### src/rtl/rv32i_pkg.sv
// Shared types for the rv32i write-back path: source selects, load encodings and stage states.
package rv32i_pkg;

    localparam int XLEN_DEF      = 32;
    localparam int RF_ADDR_W_DEF = 5;

    typedef enum logic [2:0] {
        WB_ALU   = 3'd0,
        WB_IMM   = 3'd1,
        WB_PCIMM = 3'd2,
        WB_PCRET = 3'd3,
        WB_LSU   = 3'd4
    } wb_op_e;

    typedef enum logic [2:0] {
        LD_LB  = 3'b000,
        LD_LH  = 3'b001,
        LD_LW  = 3'b010,
        LD_LBU = 3'b100,
        LD_LHU = 3'b101
    } load_f3_e;

    typedef enum logic [0:0] {
        ST_IDLE      = 1'b0,
        ST_LOAD_WAIT = 1'b1
    } wb_state_e;

    // A destination is only worth writing when enabled and not the hardwired zero register.
    function automatic logic rd_live(input logic wen, input logic [RF_ADDR_W_DEF-1:0] addr);
        return wen & (addr != {RF_ADDR_W_DEF{1'b0}});
    endfunction

endpackage

### src/rtl/load_aligner.sv
// Combinational load data extraction: picks the byte/half/word at the offset and extends it.
module load_aligner
    import rv32i_pkg::*;
#(
    parameter int XLEN = 32
) (
    input  logic [XLEN-1:0] rdata,
    input  logic [2:0]      funct3,
    input  logic [1:0]      addr_lo,
    output logic [XLEN-1:0] data,
    output logic            illegal
);

    logic [XLEN-1:0] shifted_s;
    logic [7:0]      byte_s;
    logic [15:0]     half_s;

    assign shifted_s = rdata >> {addr_lo, 3'b000};
    assign byte_s    = shifted_s[7:0];
    assign half_s    = shifted_s[15:0];

    // Select width and extension; misaligned halves/words and reserved encodings are illegal.
    always_comb begin
        data    = {XLEN{1'b0}};
        illegal = 1'b0;
        case (load_f3_e'(funct3))
            LD_LB:  data = {{(XLEN-8){byte_s[7]}}, byte_s};
            LD_LBU: data = {{(XLEN-8){1'b0}}, byte_s};
            LD_LH: begin
                data    = {{(XLEN-16){half_s[15]}}, half_s};
                illegal = addr_lo[0];
            end
            LD_LHU: begin
                data    = {{(XLEN-16){1'b0}}, half_s};
                illegal = addr_lo[0];
            end
            LD_LW: begin
                data    = rdata;
                illegal = (addr_lo != 2'b00);
            end
            default: illegal = 1'b1;
        endcase
    end

endmodule

### src/rtl/writeback_stage.sv
// Registered write-back stage: source select, load wait with timeout, RF write port and hazard flag.
module writeback_stage
    import rv32i_pkg::*;
#(
    parameter int XLEN         = 32,
    parameter int RF_ADDR_W    = 5,
    parameter int LSU_WAIT_MAX = 15
) (
    input  logic                 i_clk,
    input  logic                 i_rst,
    input  logic                 i_ex_valid,
    output logic                 o_ex_ready,
    input  logic [2:0]           i_ex_wb_op,
    input  logic                 i_ex_rd_wen,
    input  logic [RF_ADDR_W-1:0] i_ex_rd_addr,
    input  logic [XLEN-1:0]      i_ex_alu_res,
    input  logic [XLEN-1:0]      i_ex_imm,
    input  logic [XLEN-1:0]      i_ex_pc_imm,
    input  logic [XLEN-1:0]      i_ex_pc_ret,
    input  logic [2:0]           i_ex_ld_funct3,
    input  logic [1:0]           i_ex_ld_addr_lo,
    input  logic                 i_lsu_rvalid,
    input  logic [XLEN-1:0]      i_lsu_rdata,
    input  logic                 i_lsu_rerr,
    output logic                 o_rf_rd_wen,
    output logic [RF_ADDR_W-1:0] o_rf_rd_addr,
    output logic [XLEN-1:0]      o_rf_rd_wdata,
    output logic                 o_pend_valid,
    output logic [RF_ADDR_W-1:0] o_pend_rd,
    output logic                 o_retire,
    output logic                 o_wb_err
);

    localparam int                   CNT_W    = (LSU_WAIT_MAX < 2) ? 1 : $clog2(LSU_WAIT_MAX);
    localparam logic [CNT_W-1:0]     CNT_LAST = CNT_W'(LSU_WAIT_MAX - 1);
    localparam logic [RF_ADDR_W-1:0] RD_ZERO  = {RF_ADDR_W{1'b0}};

    wb_state_e            state_r, state_s;
    logic [CNT_W-1:0]     cnt_r, cnt_s;
    logic [RF_ADDR_W-1:0] ld_rd_r, ld_rd_s;
    logic                 ld_wen_r, ld_wen_s;
    logic [2:0]           ld_f3_r, ld_f3_s;
    logic [1:0]           ld_lo_r, ld_lo_s;

    logic                 wen_r, wen_s;
    logic [RF_ADDR_W-1:0] addr_r, addr_s;
    logic [XLEN-1:0]      data_r, data_s;
    logic                 retire_r, retire_s;
    logic                 err_r, err_s;

    logic                 fire_s;
    logic [XLEN-1:0]      src_s;
    logic [XLEN-1:0]      al_data_s;
    logic                 al_illegal_s;

    assign o_ex_ready    = (state_r == ST_IDLE);
    assign fire_s        = i_ex_valid & o_ex_ready;
    assign o_rf_rd_wen   = wen_r;
    assign o_rf_rd_addr  = addr_r;
    assign o_rf_rd_wdata = data_r;
    assign o_retire      = retire_r;
    assign o_wb_err      = err_r;
    assign o_pend_valid  = (state_r == ST_LOAD_WAIT) & ld_wen_r & (ld_rd_r != RD_ZERO);
    assign o_pend_rd     = ld_rd_r;

    load_aligner #(.XLEN(XLEN)) u_load_aligner (
        .rdata   (i_lsu_rdata),
        .funct3  (ld_f3_r),
        .addr_lo (ld_lo_r),
        .data    (al_data_s),
        .illegal (al_illegal_s)
    );

    // Non-load write data source select.
    always_comb begin
        src_s = i_ex_alu_res;
        case (wb_op_e'(i_ex_wb_op))
            WB_ALU:   src_s = i_ex_alu_res;
            WB_IMM:   src_s = i_ex_imm;
            WB_PCIMM: src_s = i_ex_pc_imm;
            WB_PCRET: src_s = i_ex_pc_ret;
            default:  src_s = i_ex_alu_res;
        endcase
    end

    // Next state, load context and next values of the registered outputs.
    always_comb begin
        state_s  = state_r;
        cnt_s    = cnt_r;
        ld_rd_s  = ld_rd_r;
        ld_wen_s = ld_wen_r;
        ld_f3_s  = ld_f3_r;
        ld_lo_s  = ld_lo_r;
        wen_s    = 1'b0;
        addr_s   = addr_r;
        data_s   = data_r;
        retire_s = 1'b0;
        err_s    = 1'b0;
        case (state_r)
            ST_IDLE: begin
                if (fire_s) begin
                    case (wb_op_e'(i_ex_wb_op))
                        WB_ALU, WB_IMM, WB_PCIMM, WB_PCRET: begin
                            retire_s = 1'b1;
                            if (i_ex_rd_wen && (i_ex_rd_addr != RD_ZERO)) begin
                                wen_s  = 1'b1;
                                addr_s = i_ex_rd_addr;
                                data_s = src_s;
                            end else begin
                                wen_s = 1'b0;
                            end
                        end
                        WB_LSU: begin
                            state_s  = ST_LOAD_WAIT;
                            cnt_s    = {CNT_W{1'b0}};
                            ld_rd_s  = i_ex_rd_addr;
                            ld_wen_s = i_ex_rd_wen;
                            ld_f3_s  = i_ex_ld_funct3;
                            ld_lo_s  = i_ex_ld_addr_lo;
                        end
                        default: err_s = 1'b1;
                    endcase
                end else begin
                    state_s = ST_IDLE;
                end
            end
            ST_LOAD_WAIT: begin
                // A response in the final wait cycle still wins over the timeout.
                if (i_lsu_rvalid) begin
                    state_s = ST_IDLE;
                    cnt_s   = {CNT_W{1'b0}};
                    if (i_lsu_rerr || al_illegal_s) begin
                        err_s = 1'b1;
                    end else begin
                        retire_s = 1'b1;
                        if (ld_wen_r && (ld_rd_r != RD_ZERO)) begin
                            wen_s  = 1'b1;
                            addr_s = ld_rd_r;
                            data_s = al_data_s;
                        end else begin
                            wen_s = 1'b0;
                        end
                    end
                end else if (cnt_r == CNT_LAST) begin
                    state_s = ST_IDLE;
                    cnt_s   = {CNT_W{1'b0}};
                    err_s   = 1'b1;
                end else begin
                    cnt_s = cnt_r + {{(CNT_W-1){1'b0}}, 1'b1};
                end
            end
            default: begin
                state_s = ST_IDLE;
                cnt_s   = {CNT_W{1'b0}};
            end
        endcase
    end

    // State, load context and output registers.
    always_ff @(posedge i_clk or posedge i_rst) begin
        if (i_rst) begin
            state_r  <= ST_IDLE;
            cnt_r    <= {CNT_W{1'b0}};
            ld_rd_r  <= RD_ZERO;
            ld_wen_r <= 1'b0;
            ld_f3_r  <= 3'b000;
            ld_lo_r  <= 2'b00;
            wen_r    <= 1'b0;
            addr_r   <= RD_ZERO;
            data_r   <= {XLEN{1'b0}};
            retire_r <= 1'b0;
            err_r    <= 1'b0;
        end else begin
            state_r  <= state_s;
            cnt_r    <= cnt_s;
            ld_rd_r  <= ld_rd_s;
            ld_wen_r <= ld_wen_s;
            ld_f3_r  <= ld_f3_s;
            ld_lo_r  <= ld_lo_s;
            wen_r    <= wen_s;
            addr_r   <= addr_s;
            data_r   <= data_s;
            retire_r <= retire_s;
            err_r    <= err_s;
        end
    end

endmodule

### config.mk
export PLATFORM = sky130hd
export DESIGN_NAME = writeback_stage
export DESIGN_NICKNAME = d
export VERILOG_FILES = /design/src/rtl/rv32i_pkg.sv /design/src/rtl/load_aligner.sv /design/src/rtl/writeback_stage.sv
export SDC_FILE = /design/constraint.sdc
export NUM_CORES = 1
export LEC_CHECK = 0
export ABC_AREA = 1
export ABC_CLOCK_PERIOD_IN_PS = 3000
export CAP_MARGIN = 0
export CORE_MARGIN = 2
export CORE_UTILIZATION = 44
export CTS_BUF_LIST = sky130_fd_sc_hd__clkbuf_16
export DETAILED_ROUTE_END_ITERATION = 8
export MAX_ROUTING_LAYER = met4
export PLACE_DENSITY = 0.92
export SYNTH_ARGS = -nofsm -noshare
export SYNTH_HDL_FRONTEND = slang
export SYNTH_SLANG_ARGS = --single-unit
### constraint.sdc
create_clock -name i_clk -period 3 [get_ports i_clk]
set_clock_uncertainty 0.1 [all_clocks]
set_input_delay 0.45 -clock i_clk [delete_from_list [all_inputs] [get_ports i_clk]]
set_output_delay 0.45 -clock i_clk [all_outputs]
set_load 0.05 [all_outputs]
Word level (Yosys, flattened, before mapping)
Index checks and enable logic that the tools add are counted.

storage, ports and cells
  word-level logic and storage cells = 93
  output and inout bits = 47
  register bits = 56

operators by class
  bitwise gates (word level) = 4
  muxes and demuxes = 45
  reductions and logical operators = 15
  shifts and indexed selects = 1
  equal/unequal tests = 16
  add/subtract/negate cells = 1

operator list
  kind                 number
  $mux 32              6
  $pmux 32 s5          1
  $pmux 32 s3          1
  $pmux 32 s2          1
  $shr 32x5->16        1
  $mux 5               6
  $mux 1               19
  $mux 4               4
  $ne 2x1->1 const B   5
  $pmux 5 s2           1
  $reduce_bool 5->1    2
  $eq 3x2->1 const B   3
  $eq 3x3->1 const B   3
  $pmux 1 s2           4
  $pmux 4 s2           1
  $eq 3x1->1 const B   2
  $logic_not 3->1      2
  $reduce_and 6->1     1
  $reduce_or 5->1      1
  $add 4x1->4 const B  1
  $eq 4x4->1 const B   1
  $ne 2x2->1 const B   2
  $reduce_or 2->1      2
  $reduce_or 4->1      1
  8 further kinds      11

Logic depth before layout (Yosys ltp)
Gate-level depths: netlist of run 1.

  depth after elaboration = 7
  mapped depth = 12
  depth with buffers taken out = 11

By module
Synthesis of run 1 repeated with hierarchy kept, for this count alone.

second synthesis, totals
  cell total of the unflattened synthesis = 863
  area, all modules = 4944.7 um2

modules (own cells, without submodules)
  module           seq. area each (um2)  instances  area each (um2)  cells an instance
  writeback_stage  1401.3                1          3938.8           638
  load_aligner     0.0                   1          1006.0           225

Least setup slack after synthesis of run 1
No wires, ideal clock.

  kind = register -> register
  start = register ld_rd_r[1] (netlist: o_pend_rd[1])
  end = register data_r[0] (netlist: o_rf_rd_wdata[0])
  stages on the path, launching flop included = 11
  setup time = 0.066 ns
  setup slack = 0.991 ns
  arrival time = 1.843 ns
  path buffers = 2
  required time = 2.834 ns
  cells stage by stage = dfrtp_1 -> nor2_1 -> nand3b_1 -> nand2_1 -> inv_1 -> nand2_1 -> o21ai_1 -> buf_4 -> buf_4 -> nand3_1 -> nand2_1

on the way
  longest elaborated chain between the ends = 4

RTL lines
  element                            line                    RTL
  start: declaration                 writeback_stage.sv:40   logic [RF_ADDR_W-1:0] ld_rd_r, ld_rd_s;
  start signal: assignment           writeback_stage.sv:176  ld_rd_r <= ld_rd_s;
  $reduce_bool 5->1                  writeback_stage.sv:136  if (ld_wen_r && (ld_rd_r != RD_ZERO)) begin
  $logic_and 1x1->1                  writeback_stage.sv:136
  $ne 2x1->1 (no source line)        -
  $reduce_and 6->1 (no source line)  -
  end signal: assignment             writeback_stage.sv:170  data_r <= {XLEN{1'b0}};
  end signal: assignment             writeback_stage.sv:182  data_r <= data_s;
  end: declaration                   writeback_stage.sv:47   logic [XLEN-1:0] data_r, data_s;

Every way passes these cells.
A chain may end at the register's enable or synchronous reset.

Final worst setup path of run 1
  start = input i_ex_wb_op[2]
  end = register data_r[3] (netlist: o_rf_rd_wdata[3])

on the way
  longest elaborated chain between the ends = 6
  elaborated cells on any way between the ends = 12

RTL lines
  element                                   line                                           RTL
  start: declaration                        writeback_stage.sv:13                          input logic [2:0] i_ex_wb_op,
  $eq 3x2->1 or $eq 3x1->1 (tied branches)  writeback_stage.sv:77, writeback_stage.sv:102
  $pmux 32 s3                               writeback_stage.sv:77                          case (wb_op_e'(i_ex_wb_op))
  $mux 32                                   writeback_stage.sv:105                         if (i_ex_rd_wen && (i_ex_rd_addr != RD_ZERO)) begin
  $mux 32                                   writeback_stage.sv:102                         case (wb_op_e'(i_ex_wb_op))
  $mux 32                                   writeback_stage.sv:101                         if (fire_s) begin
  $pmux 32 s2                               writeback_stage.sv:99                          case (state_r)

Several ways; a longest one is shown, not always the timed one. The select of a mux whose other input is x is not followed.

==> summary.md, run 1 <==
| Metric | Value |
|---|---|
| Rel. slew slack | `43.4%` |
| Outcome | `complete, no violations` |
| First-pass GRT wire length | `27900 um` |
| # diodes | `0` |
| Synth area leader | `dfrtp_1` |
| Yosys warnings | `0` |
| Most used cell, CP | `nand3_1` |
| Mean Syn Cell Area | `5.95 um2` |
| Worst-Margin Slew | `0.848 ns` |
| Fmax | `~0.44 GHz` |
| Overall routing resource usage | `32.3%` |
| Worst setup EP type | `register` |
| Synth Cell Area | `4490 um2` |
| Reg-to-reg setup timing slack | `0.80 ns` |
| Initial core utilization | `45.7%` |
| Vias in the first global route | `between 5000 and 6000` |
| Dpl cell area | `slightly below 7000 um2` |
| Pre-CTS WS | `0.400 ns` |
| Root Buffer | `clkbuf_16` |
| Ys async rst share | `100%` |
| Via count | `5724` |
| Pins Over Slew Limit | `0` |
| GRT busiest layer | `met2` |
| Distinct cells, synth | `28` |
| Antenna viol nets, final | `0` |
| Synth top area cells | `dfrtp_1, nand2_1, nor2_1, nand3_1, o21ai_0` |
| Cells along the critical path | `clkdlybuf4s50_1 -> inv_2 -> nand3_1 -> o21ai_2 -> buf_12 -> nand3_1 -> nand2_1` |
| Final Critical Period | `2.28 ns` |
| Setup bufs post-CTS | `0` |
| CP Class | `input port to register` |
| Row count | `36` |
| MaxCap Viol Count | `0` |
| Hold-fix buffers, CTS | `0` |
| Average wire per cell in the routed design | `16.0 um` |
| Commonest cells post-synth | `nand2_1, nor2_1, nand3_1` |
| Post-synthesis cell count | `around 760` |
| Final Instance Area | `6960 um2` |
| Worst Path Arrival | `2.41 ns` |
| Layout cells sized above 1 | `5.02%` |
| Largest net degree at the start of global routing | `57` |
| Register area share after synthesis | `between 30% and 40%` |
| Pwr/cell area | `475 nW/um2` |
| # DRC | `0` |
| Die X | `105 um` |
| Final setup fails | `0` |
| Top FF cell, synth | `dfrtp_1` |
| Worst setup margin | `between 0.7 and 0.8 ns` |
| CP max-delay cell | `o21ai_2` |
| Vias per inst | `5.26` |
| CTS sink count | `56` |
| Post-CTS sizing | `0` |
| 1st-pass router iterations | `7` |
| Worst setup SP type | `input port` |
| Setup Total Neg Slack | `0 ns` |
| Initial DRC count | `400` |
| M1 GR Usage | `42.1%` |
| I/O Buffers | `225` |
| Deepest clock path buffer count | `2` |
| Crit-path max FO | `21` |
| Post-detail-place hpwl | `around 13000 um` |
| #FFs+latches synth | `56` |
| Met2 Use GR | `52.2%` |
| Critical Path RT | `about 3.1 ns` |
| Core area | `9820 um2` |
| Synth Net Count | `936` |
| Clk Latency, worst-skew pair | `~0.3 ns` |
| Full die area | `11000 um2` |
| Hold Violations, Final | `0` |
| Final RePlAce weighted congestion | `0.993` |
| Slowest stage delay, CP | `a little under 0.7 ns` |
| Cell leakage power | `3.21 nW` |
| Met3 usage | `under 10%` |
| Clk slew on worst S/H paths | `roughly 0.07 ns` |
| CTS tree | `yes` |
| Final wirelength | `17400 um` |
| Period utilisation layout | `76.0%` |
| Worst VDD drop | `353 uV` |
| Count of flip-flops with a built-in enable after synthesis | `0` |
| Max H-tree Level | `2` |
| Num ports | `~230` |
| Hold/Removal Path Class | `register to register` |
| Area Overhead vs Synth | `55.0%` |
| RSZ-0062 raised after global routing | `no` |
| Final nets | `1136` |
| Antenna violations before repair | `0` |
| Total CTS buffers | `5` |
| Top cell type's share of synthesized area | `a little under a third` |
| Top-count cell post-synth | `nand2_1` |
| Die height | `between 100 and 150 um` |
| Grt total ovfl | `0` |
area by class of cell:
| type | count | area, um2 |
|---|---|---|
| Inverter | 39 | 146 |
| Clock inverter | 3 | 15.0 |
| Tap cell | 133 | 166 |
| Timing Repair Buffer | 239 | 2400 |
| Sequential cell | 56 | 1400 |
| Clock buffer | 5 | 125 |
| Multi-Input combinational cell | 614 | 2710 |
| Fill cell | 871 | 2860 |
final timing paths:
path | startpoint | end | depth (start not counted)
setup / recovery | i_ex_wb_op[2] | o_rf_rd_wdata[3]$_DFFE_PP0P_ | 7
hold / removal | o_rf_rd_wdata[6]$_DFFE_PP0P_ | o_rf_rd_wdata[6]$_DFFE_PP0P_ | 2
setup reg to reg | state_r$_DFF_PP0_ | ld_f3_r[0]$_DFFE_PP0P_ | 4
hold reg to reg | o_rf_rd_wdata[6]$_DFFE_PP0P_ | o_rf_rd_wdata[6]$_DFFE_PP0P_ | 2
max in group asynchronous | i_rst | o_rf_rd_wdata[6]$_DFFE_PP0P_ | 3
min in group asynchronous | i_rst | o_retire$_DFF_PP0_ | 3
registers in the layout (all words and copies together) (netlist names):
| register | count |
|---|---|
| o_rf_rd_addr | 5 |
| state_r | 1 |
| o_rf_rd_wen | 1 |
| o_retire | 1 |
| ld_wen_r | 1 |
| ld_f3_r | 3 |
| cnt_r | 4 |
| o_pend_rd | 5 |
| ld_lo_r | 2 |
| o_wb_err | 1 |
| o_rf_rd_wdata | 32 |
through the flow:
stage / hold slack [ns] / utilization, % / total power [W] / cells
floorplan: 0.365 / - / 0.00203 / 755
global placement: 0.362 / 69.5 / 0.00270 / 1081
detailed placement: 0.364 / 69.5 / 0.00272 / 1081
CTS: 0.388 / 70.9 / 0.00331 / 1089
global route: 0.414 / 70.9 / 0.00351 / 1089
finish: 0.382 / 70.9 / 0.00331 / 1089
layer usage:
layer / routed length [um] / up-vias
met5: 0 / -
li1: - / 2828
met3: 1450 / 24
met2: 8300 / 279
met1: 7270 / 2593
met4: 374 / 0
worst max-delay path: cells and delay by family:
kind,cells,cell delay (ns)
simple gates,3,0.30
compound gates,1,0.68
buf+inv,3,0.97
report_power, final:
| group | leakage, nW | internal [W] | switching, W | total, W |
|---|---|---|---|---|
| clock network | 0.0687 | 0.000305 | 0.000281 | 0.000586 |
| registers | 0.680 | 0.000903 | 0.000121 | 0.00102 |
| logic | 2.46 | 0.000658 | 0.00104 | 0.00170 |
| total | 3.21 | 0.00187 | 0.00144 | 0.00331 |
cell families after synthesis:
logic type | synth area share (%)
simple gates | 48.2
compound gates | 10.4
flops | 31.2
xor+xnor | 0.195
buf+inv | 8.61
mux | 0.752
fa+ha+maj | 0.557
cells in the final DEF, fill, tap and decap left out, types with 7 or more instances in the layout:
| master | n |
|---|---|
| clkdlybuf4s50_1 | 223 |
| o21ai_1 | 7 |
| dfrtp_1 | 56 |
| a21oi_1 | 38 |
| nand4_1 | 28 |
| o21ai_0 | 45 |
| nand3_1 | 74 |
| nand2_1 | 270 |
| buf_4 | 12 |
| inv_1 | 27 |
| inv_2 | 13 |
| nor2_1 | 128 |
Power figures use the tool's default switching activity.
==> run 2: changes to the inputs <==
--- a/config.mk
+++ b/config.mk
@@ -6,14 +6,14 @@
 export NUM_CORES = 1
 export LEC_CHECK = 0
 export ABC_AREA = 1
-export ABC_CLOCK_PERIOD_IN_PS = 3000
+export ABC_CLOCK_PERIOD_IN_PS = 2400
 export CAP_MARGIN = 0
 export CORE_MARGIN = 2
-export CORE_UTILIZATION = 44
+export CORE_UTILIZATION = 41
 export CTS_BUF_LIST = sky130_fd_sc_hd__clkbuf_16
 export DETAILED_ROUTE_END_ITERATION = 8
 export MAX_ROUTING_LAYER = met4
-export PLACE_DENSITY = 0.92
+export PLACE_DENSITY = 0.87
 export SYNTH_ARGS = -nofsm -noshare
 export SYNTH_HDL_FRONTEND = slang
 export SYNTH_SLANG_ARGS = --single-unit
==> constraint.sdc (replaced) <==
create_clock -name i_clk -period 2.4 [get_ports i_clk]
set_clock_uncertainty 0.1 [all_clocks]
set_input_delay 0.36 -clock i_clk [delete_from_list [all_inputs] [get_ports i_clk]]
set_output_delay 0.36 -clock i_clk [all_outputs]
set_load 0.05 [all_outputs]
==> summary.md, run 2 (synthesized netlist as in run 1, its figures left out) <==
| Metric | Value |
|---|---|
| Hold/Removal Path Class | `input port to asynchronous set/reset pin` |
| Pins Over Slew Limit | `0` |
| Cells along the critical path | `clkdlybuf4s50_1` |
| Crit-path max FO | `4` |
| Largest net degree at the start of global routing | `57` |
| Worst Path Buf+Inv | `1` |
| Deepest clock path buffer count | `2` |
| Setup bufs post-CTS | `0` |
| Final wirelength | `~17000 um` |
| CP max-delay cell | `clkdlybuf4s50_1` |
| Commonest non-fill, non-tap cell in the layout | `nand2_1` |
| Cell leakage power | `3.27 nW` |
| Rel. slew slack | `62.0%` |
| Initial DRC count | `about 450` |
| Finished Layout Cells | `roughly 1100` |
| Worst setup SP type | `register` |
| Core area | `10700 um2` |
| # DRC | `0` |
| # placed instances | `around 1100` |
| Worst VDD drop | `~410 uV` |
| Post-detail-place hpwl | `about 14000 um` |
| Worst Path Arrival | `approximately 1.6 ns` |
| Largest register FFs | `32` |
| Die X | `109 um` |
| Num ports | `around 230` |
| Vias per inst | `5.25` |
| Root Buffer | `clkbuf_16` |
| I/O Buffers | `225` |
| Register area | `1400 um2` |
| Critical Path RT | `1.94 ns` |
| Setup Total Neg Slack | `0 ns` |
| Total CTS buffers | `5` |
| Post-CTS sizing | `0` |
| Cell family with most CP delay | `buffers and inverters` |
| Final nets | `1146` |
| Fmax | `0.497 GHz` |
| Outcome | `complete, no violations` |
| Area of the multi-input gates | `2710 um2` |
| Vias in the first global route | `~5500` |
| Layout cells sized above 1 | `under 10%` |
| Via count | `approximately 5800` |
| Final setup fails | `0` |
| Antenna violations before repair | `0` |
| Hold Violations, Final | `0` |
| Initial core utilization | `41.8%` |
| Area Overhead vs Synth | `57.4%` |
| Pwr/cell area | `between 500 and 600 nW/um2` |
| 1st-pass router iterations | `8` |
| # diodes | `0` |
| Average wire per cell in the routed design | `around 16 um` |
| Clk Latency, worst-skew pair | `0.29 ns` |
| Slowest stage delay, CP | `0.83 ns` |
| Final RePlAce weighted congestion | `0.980` |
| Clk slew on worst S/H paths | `0.08 ns` |
| Grt total ovfl | `0` |
| CTS sink count | `56` |
| Antenna viol nets, final | `0` |
| Hold-fix buffers, CTS | `0` |
| Period utilisation layout | `approximately 84%` |
| Max H-tree Level | `2` |
| Most frequent cells in the layout | `nand2_1, clkdlybuf4s50_1, nor2_1, nand3_1, dfrtp_1` |
| Fill cell count | `980` |
| CP Class | `register to output pin` |
| First-pass GRT wire length | `27200 um` |
| Full die area | `11800 um2` |
| Final Critical Period | `just over 2 ns` |
| Die height | `109 um` |
| CTS tree | `yes` |
| Worst setup EP type | `output pin` |
| Worst-Margin Slew | `0.568 ns` |
| Row count | `38` |
| Overall routing resource usage | `30.2%` |
| RSZ-0062 raised after global routing | `no` |
| MaxCap Viol Count | `0` |
## run 2: final timing paths
kind / start / to / slack [ns] / cells past startpoint
max: o_pend_rd[4]$_DFFE_PP0P_ / o_pend_rd[4] / 0.39 / 1
min: i_rst / ld_wen_r$_DFFE_PP0P_ / 0.34 / 3
max reg2reg: ld_f3_r[1]$_DFFE_PP0P_ / o_rf_rd_wdata[17]$_DFFE_PP0P_ / 0.42 / 9
min reg2reg: o_rf_rd_wdata[1]$_DFFE_PP0P_ / o_rf_rd_wdata[1]$_DFFE_PP0P_ / 0.39 / 2
max in group asynchronous: i_rst / o_rf_rd_wdata[4]$_DFFE_PP0P_ / 1.61 / 3
min in group i_clk: o_rf_rd_wdata[1]$_DFFE_PP0P_ / o_rf_rd_wdata[1]$_DFFE_PP0P_ / 0.39 / 2
## run 2: layout make-up
type | instances | area share [%]
clock inverter | 3 | 0.372
tap | 140 | 2.48
clock buffer | 5 | 1.77
multi-input combinational | 614 | 38.3
sequential | 56 | 19.8
timing repair buffer | 249 | 35.2
inverter | 39 | 2.07
## run 2: power by group
group,internal [W],switching (W)
clock,0.000396,0.000371
combinational,0.000839,0.00132
sequential,0.00113,0.000141
## run 2: stage by stage
| stage | total power, W | hold WS, ns | cell area (um2) | util, % | setup slack (ns) |
|---|---|---|---|---|---|
| 6_report | 0.00419 | 0.343 | 7070 | 65.8 | 0.390 |
| 3_5_place_dp | 0.00343 | 0.364 | 6920 | 64.4 | 0.144 |
| 5_1_grt | 0.00442 | 0.385 | 7070 | 65.8 | 0.252 |
| 4_1_cts | 0.00420 | 0.353 | 7070 | 65.8 | 0.384 |
| 3_3_place_gp | 0.00341 | 0.362 | 6920 | 64.4 | 0.185 |
| 2_1_floorplan | 0.00254 | 0.365 | 4490 | - | 0.391 |
## run 2: layer usage
metal	track usage (%)	up-vias	wire, um
met1	39.8	2673	7500
met5	-	-	0
met2	49.0	238	8340
met3	4.06	36	1240
met4	8.15	0	411
li1	-	2854	-
==> run 3: changes to the inputs <==
--- a/config.mk
+++ b/config.mk
@@ -6,14 +6,14 @@
 export NUM_CORES = 1
 export LEC_CHECK = 0
 export ABC_AREA = 1
-export ABC_CLOCK_PERIOD_IN_PS = 2400
+export ABC_CLOCK_PERIOD_IN_PS = 1700
 export CAP_MARGIN = 0
 export CORE_MARGIN = 2
-export CORE_UTILIZATION = 41
+export CORE_UTILIZATION = 37
 export CTS_BUF_LIST = sky130_fd_sc_hd__clkbuf_16
 export DETAILED_ROUTE_END_ITERATION = 8
 export MAX_ROUTING_LAYER = met4
-export PLACE_DENSITY = 0.87
+export PLACE_DENSITY = 0.83
 export SYNTH_ARGS = -nofsm -noshare
 export SYNTH_HDL_FRONTEND = slang
 export SYNTH_SLANG_ARGS = --single-unit
==> constraint.sdc (replaced) <==
create_clock -name i_clk -period 1.7 [get_ports i_clk]
set_clock_uncertainty 0.1 [all_clocks]
set_input_delay 0.255 -clock i_clk [delete_from_list [all_inputs] [get_ports i_clk]]
set_output_delay 0.255 -clock i_clk [all_outputs]
set_load 0.05 [all_outputs]
==> summary.md, run 3 (synthesized netlist as in run 1, its figures left out) <==
| Metric | Value |
|---|---|
| Outcome | `complete, no violations` |
| Initial core utilization | `37.7%` |
| Hold/Removal Path Class | `input port to asynchronous set/reset pin` |
| Post-detail-place hpwl | `roughly 14000 um` |
| Root Buffer | `clkbuf_16` |
| Final setup fails | `0` |
| Layout cells sized above 1 | `16.1%` |
| Total CTS buffers | `5` |
| Clk pwr share | `17.6%` |
| Slowest stage delay, CP | `0.44 ns` |
| Final Instance Area | `7490 um2` |
| First-pass GRT wire length | `27700 um` |
| Period utilisation layout | `96.9%` |
| Average wire per cell in the routed design | `between 15 and 20 um` |
| Internal cell power | `0.00341 W` |
| Max H-tree Level | `2` |
| Worst-Margin Slew | `0.369 ns` |
| # diodes | `0` |
| CTS sink count | `between 50 and 60` |
| Final Critical Period | `1.65 ns` |
| Largest net degree at the start of global routing | `57` |
| Area Overhead vs Synth | `66.7%` |
| I/O Buffers | `225` |
| Critical Path RT | `1.34 ns` |
| 1st-pass router iterations | `5` |
| Worst setup EP type | `output pin` |
| Switching power | `0.00263 W` |
| Overall routing resource usage | `27.5%` |
| CP Class | `register to output pin` |
| # DRC | `0` |
| CP max-delay cell | `dfrtp_2` |
| Worst Path Buf+Inv | `2` |
| Commonest non-fill, non-tap cell in the layout | `nand2_1` |
| Row count | `40` |
| Dpl cell area | `7130 um2` |
| Cells along the critical path | `nor2_2 -> nand3b_1 -> nand2_2 -> inv_2 -> buf_12` |
| Clk slew on worst S/H paths | `0.08 ns` |
| Cell leakage power | `3.58 nW` |
| Final RePlAce weighted congestion | `1.02` |
| Worst VDD drop | `596 uV` |
| RSZ-0062 raised after global routing | `yes` |
| Worst Path Arrival | `1.29 ns` |
| Vias in the first global route | `between 5000 and 6000` |
| Fmax | `0.607 GHz` |
| Grt total ovfl | `0` |
| Final wirelength | `18400 um` |
| Largest register FFs | `32` |
| Worst setup SP type | `register` |
| Vias per inst | `5.09` |
| Most frequent cells in the layout | `nand2_1, clkdlybuf4s50_1, nor2_1, buf_4, nand3_1` |
| Core area | `approximately 12000 um2` |
| Full die area | `13000 um2` |
| Net Sw Frac | `43.6%` |
| Setup Total Neg Slack | `0 ns` |
| Antenna violations before repair | `0` |
| CTS tree | `yes` |
| Initial DRC count | `431` |
| Seq pwr share | `29.8%` |
| Combinational share of power | `52.7%` |
| Antenna viol nets, final | `0` |
| Pwr/cell area | `~810 nW/um2` |
| Pins Over Slew Limit | `0` |
| Num ports | `226` |
| Final nets | `roughly 1200` |
| Via count | `5877` |
| Clk Latency, worst-skew pair | `0.29 ns` |
| MaxCap Viol Count | `0` |
| Crit-path max FO | `4` |
| Die X | `around 110 um` |
| Hold Violations, Final | `0` |
| Deepest clock path buffer count | `2` |
| Rel. slew slack | `~75%` |
| Die height | `114 um` |
| Cell family with most CP delay | `flip-flops` |
==> run 3: cell count changes in the layout (fill, tap and decap cells not counted), moves of 3 or more <==
cell / previous run / this run
buf_12: 5 / 12
buf_4: 21 / 92
buf_6: 0 / 3
clkdlybuf4s50_1: 223 / 175
dfrtp_1: 56 / 50
dfrtp_2: 0 / 6
nand2_1: 270 / 265
nand2_2: 2 / 7
nor2_1: 128 / 124
nor2_4: 3 / 7
==> run 3: area by class of cell <==
class | count | area, um2
clock buffers | 5 | 125
flip-flops and latches | 56 | 1410
multi-input cells | 616 | 2780
clock inverters | 3 | 22.5
repair buffers | 288 | 2820
well taps | 147 | 184
fillers | 1097 | 4420
inverters | 39 | 153
==> run 3: worst reg2reg max path: stages, from the launching register on <==
cell,delay [ns]
dfrtp_2,0.44
nor2_1,0.16
nand2_1,0.12
nand2_1,0.09
nand2_2,0.08
nor2_4,0.20
nor2_4,0.08
buf_12,0.16
nand2_1,0.07
nand2_1,0.05
==> run 3: path summary, 6_finish.rpt <==
kind | startpoint | to | slack [ns] | cells past startpoint
setup / recovery | o_pend_rd[1]$_DFFE_PP0P_ | o_pend_valid | 0.05 | 5
hold / removal | i_rst | o_rf_rd_wdata[10]$_DFFE_PP0P_ | 0.27 | 3
setup reg to reg | ld_lo_r[0]$_DFFE_PP0P_ | o_rf_rd_wdata[0]$_DFFE_PP0P_ | 0.06 | 9
hold reg to reg | o_rf_rd_wdata[7]$_DFFE_PP0P_ | o_rf_rd_wdata[7]$_DFFE_PP0P_ | 0.39 | 2
max in group asynchronous | i_rst | ld_lo_r[0]$_DFFE_PP0P_ | 0.92 | 3
min in group i_clk | i_ex_wb_op[2] | o_retire$_DFF_PP0_ | 0.27 | 3
==> run 3: through the flow <==
step | util, % | setup WS [ns] | hold slack, ns | total power (W) | instances
floorplan | - | -0.163 | 0.235 | 0.00359 | 755
global placement | 59.9 | -0.353 | 0.363 | 0.00488 | 1135
detailed placement | 59.9 | -0.381 | 0.366 | 0.00490 | 1135
CTS | 61.8 | -0.00549 | 0.300 | 0.00600 | 1149
global route | 62.9 | -0.0505 | 0.289 | 0.00637 | 1154
finish | 62.9 | 0.0524 | 0.268 | 0.00604 | 1154
==> run 3: repair_timing <==
action                     CTS  global route
buffers inserted             5             2
setup endpoints to repair   17            49
hold buffers                 0             0
gates resized for setup      5            22
pin swaps                    3             8
cloned                       1             4
==> run 3: power groups by stage <==
stage          logic (W)  clock network, W  registers, W
3_5_place_dp     0.00309                 0       0.00181
4_1_cts          0.00313           0.00108       0.00179
6_report         0.00318           0.00106       0.00180
2_1_floorplan    0.00102                 0       0.00256
5_1_grt          0.00341           0.00113       0.00183
3_3_place_gp     0.00307                 0       0.00181
==> run 3: layer usage <==
layer	vias up	wire length [um]	global-route usage [%]
li1	2938	-	-
met1	2660	8120	37.3
met2	251	8590	43.5
met3	28	1290	4.18
met4	0	348	6.50
met5	-	0	-
